--- src/rtl/mem_port_arbiter_pkg.sv ---
// mem_port_arbiter_pkg: shared encodings and defaults for the unified memory port arbiter
package mem_port_arbiter_pkg;
   typedef enum logic {ARB_IDLE, ARB_ACC} arb_state_t;
   typedef enum logic {OWN_IF, OWN_DM} owner_t;
   localparam int MEM_WAIT_CYCLES = 3;
   function automatic logic [31:0] word_align(input logic [31:0] a);
      return {a[31:2], 2'b00};
   endfunction
endpackage

--- src/rtl/mem_port_arbiter_wait_counter.sv ---
// arb_wait_counter: counts the cycles an access holds the memory and flags the final one
module arb_wait_counter
   import mem_port_arbiter_pkg::*;
#(
   parameter int WAIT_CYCLES = MEM_WAIT_CYCLES
) (
   input  logic clk,
   input  logic reset,
   input  logic clr,
   input  logic en,
   output logic last
);
   localparam int CW = $clog2(WAIT_CYCLES + 1);
   logic [CW-1:0] cnt_q, cnt_d;
   // clear takes priority so every grant starts the count from zero
   always_comb cnt_d = clr ? '0 : en ? cnt_q + CW'(1) : cnt_q;
   // count register
   always_ff @(posedge clk) cnt_q <= reset ? '0 : cnt_d;
   assign last = cnt_q == CW'(WAIT_CYCLES - 1);
endmodule

--- src/rtl/mem_port_arbiter.sv ---
// mem_port_arbiter: shares one async memory between the fetch port and the load/store port
module mem_port_arbiter
   import mem_port_arbiter_pkg::*;
#(
   parameter int WAIT_CYCLES = MEM_WAIT_CYCLES,
   parameter bit RR_EN       = 1'b0
) (
   input  logic        clk,
   input  logic        reset,
   input  logic        if_req,
   input  logic [31:0] if_addr,
   output logic [31:0] if_rdata,
   output logic        if_ack,
   input  logic        dm_req,
   input  logic        dm_we,
   input  logic [31:0] dm_addr,
   input  logic [31:0] dm_wdata,
   output logic [31:0] dm_rdata,
   output logic        dm_ack,
   output logic [31:0] mem_addr,
   output logic        mem_we,
   output logic [31:0] mem_wdata,
   input  logic [31:0] mem_rdata,
   output logic        busy
);
   arb_state_t  state_q, state_d;
   owner_t      owner_q, owner_d, served_q, served_d;
   logic        we_q, we_d, if_ack_q, if_ack_d, dm_ack_q, dm_ack_d;
   logic [31:0] addr_q, addr_d, wdata_q, wdata_d;
   logic [31:0] if_rdata_q, if_rdata_d, dm_rdata_q, dm_rdata_d;
   logic        if_ok, dm_ok, grant, grant_dm, done, last;

   // a port whose ack is high this cycle is finishing and must not be re-granted
   assign if_ok    = if_req && !if_ack_q;
   assign dm_ok    = dm_req && !dm_ack_q;
   assign grant_dm = dm_ok && (!if_ok || !RR_EN || served_q == OWN_IF);
   assign grant    = state_q == ARB_IDLE && (if_ok || dm_ok);
   assign done     = state_q == ARB_ACC && last;

   arb_wait_counter #(.WAIT_CYCLES(WAIT_CYCLES)) u_cnt (
      .clk  (clk),
      .reset(reset),
      .clr  (grant || done),
      .en   (state_q == ARB_ACC),
      .last (last)
   );

   // next state: latch the winner at grant, complete and return data on the last wait cycle
   always_comb begin
      state_d    = grant ? ARB_ACC : done ? ARB_IDLE : state_q;
      owner_d    = grant ? (grant_dm ? OWN_DM : OWN_IF) : owner_q;
      addr_d     = grant ? word_align(grant_dm ? dm_addr : if_addr) : addr_q;
      we_d       = grant ? grant_dm && dm_we : we_q;
      wdata_d    = grant ? (grant_dm ? dm_wdata : '0) : wdata_q;
      served_d   = done ? owner_q : served_q;
      if_ack_d   = done && owner_q == OWN_IF;
      dm_ack_d   = done && owner_q == OWN_DM;
      if_rdata_d = if_ack_d ? mem_rdata : if_rdata_q;
      dm_rdata_d = dm_ack_d && !we_q ? mem_rdata : dm_rdata_q;
   end

   // arbiter FSM and its registered outputs; reset aborts any access in flight
   always_ff @(posedge clk) begin
      if (reset) begin
         state_q    <= ARB_IDLE;
         owner_q    <= OWN_IF;
         served_q   <= OWN_DM;
         we_q       <= 1'b0;
         addr_q     <= '0;
         wdata_q    <= '0;
         if_ack_q   <= 1'b0;
         dm_ack_q   <= 1'b0;
         if_rdata_q <= '0;
         dm_rdata_q <= '0;
      end else begin
         state_q    <= state_d;
         owner_q    <= owner_d;
         served_q   <= served_d;
         we_q       <= we_d;
         addr_q     <= addr_d;
         wdata_q    <= wdata_d;
         if_ack_q   <= if_ack_d;
         dm_ack_q   <= dm_ack_d;
         if_rdata_q <= if_rdata_d;
         dm_rdata_q <= dm_rdata_d;
      end
   end

   assign mem_we    = done && owner_q == OWN_DM && we_q && !reset;
   assign mem_addr  = addr_q;
   assign mem_wdata = wdata_q;
   assign busy      = state_q == ARB_ACC;
   assign if_ack    = if_ack_q;
   assign dm_ack    = dm_ack_q;
   assign if_rdata  = if_rdata_q;
   assign dm_rdata  = dm_rdata_q;
endmodule

--- config.mk ---
export PLATFORM = sky130hd
export DESIGN_NAME = mem_port_arbiter
export DESIGN_NICKNAME = d
export VERILOG_FILES = /design/src/rtl/mem_port_arbiter_pkg.sv /design/src/rtl/mem_port_arbiter_wait_counter.sv /design/src/rtl/mem_port_arbiter.sv
export SDC_FILE = /design/constraint.sdc
export NUM_CORES = 1
export LEC_CHECK = 0
export ABC_AREA = 1
export CORE_UTILIZATION = 43
export CTS_CLUSTER_SIZE = 24
export DETAILED_ROUTE_END_ITERATION = 10
export GPL_ROUTABILITY_DRIVEN = 0
export MAX_ROUTING_LAYER = met4
export PLACE_DENSITY_LB_ADDON = 0.05
export SKIP_LAST_GASP = 1
export SLEW_MARGIN = 0
export SYNTH_ARGS = -nofsm -noshare
export SYNTH_HDL_FRONTEND = slang
export SYNTH_SLANG_ARGS = --single-unit
export TNS_END_PERCENT = 5
--- constraint.sdc ---
create_clock -name clk -period 3.71 [get_ports clk]
set_input_delay 0.742 -clock clk [delete_from_list [all_inputs] [get_ports clk]]
set_output_delay 0.742 -clock clk [all_outputs]
set_load 0.01 [all_outputs]
==> impl_metrics.yaml <==
power:
  total_leakage_power_nw: 3.506
  p_total_mw: 3.430
  p_clk_share_pct: 41.8
  pwr-share-seq_pct: 44.2
  ir_drop_mv: 0.3043
  power.density_nw_per_um2: 413.5
  pwr-share-comb_pct: 14.1
  switchingPower_mw: 0.8043
  swShare_pct: 23.45
  p_int_mw: 2.625
timing:
  clock.fmax_ghz: 0.3703
  finalCritPeriodShare_pct: 72.80
  setup_violations: 0
  setup_slack_ps: 1009
  worst_slew_pin_slew_ps: 851.9
  rsz0062_at_grt: "false"
  hold_viol_final: 0
  layout_min_cycle_time_ps: 2701
  slew-limit-headroom_pct: 43.15
  slew_violations: 0
  final.setup.tns_ps: 0
  finClkSkew_ps: 7.075
yosys:
  synthAdderAreaFrac_pct: 0.2401
  synth_area_leaders: "dfxtp_1 51%, nand2_1 16%, nor2_1 14%"
  ys_ff_latch: 133
  synth_compound_area_share_pct: 9.700
  synth-xor-area-share_pct: 0
  synth_edf_count: 0
  yosysUniqueCellTypes: 21
  avgSynthCellArea_um2: 6.967
  synth-simple-area-share_pct: 31.14
  netlist_instances: 748
  async_reset_ff_share_pct: 0
  synthesis.area_um2: 5211
  synth_seq_area_share_pct: 51.09
  synth_largest_area_cell: "dfxtp_1"
  synthMuxAreaShare_pct: 0
  ys_warn_count: 0
  ys.flop_type: "dfxtp_1"
  synth_top_family_by_area: "simple AND/OR/NAND/NOR gates"
  synth.top_cell.area_share_pct: 51.09
routing:
  wl_per_cell_um: 13.03
  topRoutingLayerUsed: "met4"
  drt-total-wl_mm: 14.83
  num_vias: 5364
  ant_nets: 0
  wl_met1_mm: 5.865
  drcViolationCount: 15
  routed_via_density: 4.714
  met3WireLength_mm: 1.174
  drt_iter0_markers: 369
  wl_met2_mm: 7.432
  dr.pass1.iters: 8
floorplanning:
  dieArea_um2: 12560
  ios: 265
  dieHeight_um: 112.1
  rows: 39
  initial_utilization_pct: 44.87
  core_um2: 11610
  chipWidth_um: 112.1
clocking:
  cts.repair_timing.setup_buffer_count: 0
  cts.clk_slew.worst_paths_ps: 50
  cts-hold-fix-buffers: 0
  tritoncts: "yes"
  cts-root-buf: "clkbuf_16"
  cts.sinks: 133
  post_cts_resized: 0
  cts_max_path_buffers: 2
  numCtsBuffers: 17
  clock_latency_ps: 410
  htreeDepth: 4
critical_path:
  crit_path_end_kind: "output pin"
  start_kind: "flop"
  worstSetupPathType: "flop to output pin"
  cp.arrival_ps: 1960
  critPathMaxFanout: 3
  cp.required_ps: 2970
grt:
  antenna_found_initial: 0
  grt_max_degree: 61
  track_usage_pct: 24.84
  grt_pass1_wl_mm: 23.89
  grt_pass1_vias: 5124
  gr-total-overflow: 0
cells_and_area:
  drive_gt1_share_pct: 4.221
  syn2layout_area_growth_pct: 59.16
  final_common_cell: "clkdlybuf4s50_1"
  diodes: 0
  fillerInstances: 981
  finalNonFillerCells: 1138
  final_cell_mix: "258 x clkdlybuf4s50_1, 224 x nand2_1, 191 x nor2_1"
  final_nets: 1118
outcome:
  violations: "DRC"
  outcome: "complete, but fails checks"
place:
  io_buffers: 258
  preCtsSetupSlack_ps: 1010
  dp_hpwl_mm: 10.56
  dp.cells: 1108
worst_hold_path:
  hold_path_class: "flop to flop"
flow_run:
  maxCapViolations: 0
sequential cells by signal (all words and copies together), names as in the netlist, 2 cells and up:
| signal | cells |
|---|---|
| dm_rdata | 32 |
| u_cnt.cnt_q | 2 |
| mem_wdata | 32 |
| if_rdata | 32 |
| mem_addr | 30 |
synthesized netlist by cell type (3+ instances only):
cell and number:
nand2_1 224, clkbuf_2 3, buf_6 4, nor2_1 191, inv_2 4, buf_2 17
dfxtp_1 133, inv_1 38, buf_4 4, o21ai_1 10, nand2_2 3, o21ai_0 55
clkbuf_1 19, a21oi_1 36
power by group through the flow:
stage	logic, mW	registers (mW)	clock network, mW
final	0.482	1.51	1.43
after global routing	0.533	1.52	1.52
after CTS	0.487	1.51	1.46
after detailed placement	0.483	1.54	0
after global placement	0.475	1.54	0
after floorplan	0.178	1.57	0
worst paths after layout:
| kind | end | cells after the start | start | slack [ps] |
|---|---|---|---|---|
| setup / recovery | mem_we | 7 | u_cnt.cnt_q[0]$_SDFFE_PP0P_ | 1010 |
| hold / removal | mem_wdata[27]$_SDFFE_PP0P_ | 2 | mem_wdata[27]$_SDFFE_PP0P_ | 460 |
| setup reg to reg | if_rdata[6]$_SDFFE_PP0P_ | 7 | u_cnt.cnt_q[0]$_SDFFE_PP0P_ | 1670 |
| hold reg to reg | mem_wdata[27]$_SDFFE_PP0P_ | 2 | mem_wdata[27]$_SDFFE_PP0P_ | 460 |
layer usage:
metal | vias up | track usage (%)
met5 | - | -
met2 | 192 | 41.66
met1 | 2392 | 26.90
met3 | 26 | 7.829
met4 | 0 | 11.38
li1 | 2754 | -
area by class of cell:
type / count / area (um2) / area share, %
clock inverter: 6 / 30.03 / 0.3620
tap: 143 / 178.9 / 2.157
timing repair buffer: 263 / 2645 / 31.89
sequential: 133 / 2663 / 32.10
clock buffer: 24 / 471.7 / 5.687
multi-input combinational: 527 / 2148 / 25.90
inverter: 42 / 157.7 / 1.901
stage by stage:
stage	utilization (%)	area, um2	hold slack (ps)
after floorplan	-	5215	437.3
after global placement	67.10	7792	446.8
after detailed placement	67.10	7792	451.3
after CTS	71.42	8294	463.6
after global routing	71.42	8294	480.5
final	71.42	8294	460.8
cell families after synthesis:
logic type	after synthesis
and+or+nand+nor	423
other	1
AOI/OAI and AO/OA	101
buffers and inverters	89
adders and majority gates	1
DFF	133
critical path, cell delays in order, from the launching register on:
cell	delay, ps
dfxtp_1	310
inv_1	80
ha_1	160
nand2_2	80
inv_2	110
nand2_1	90
nor3_1	140
clkdlybuf4s50_1	570
No activity file was read; power rests on OpenSTA's default activity.
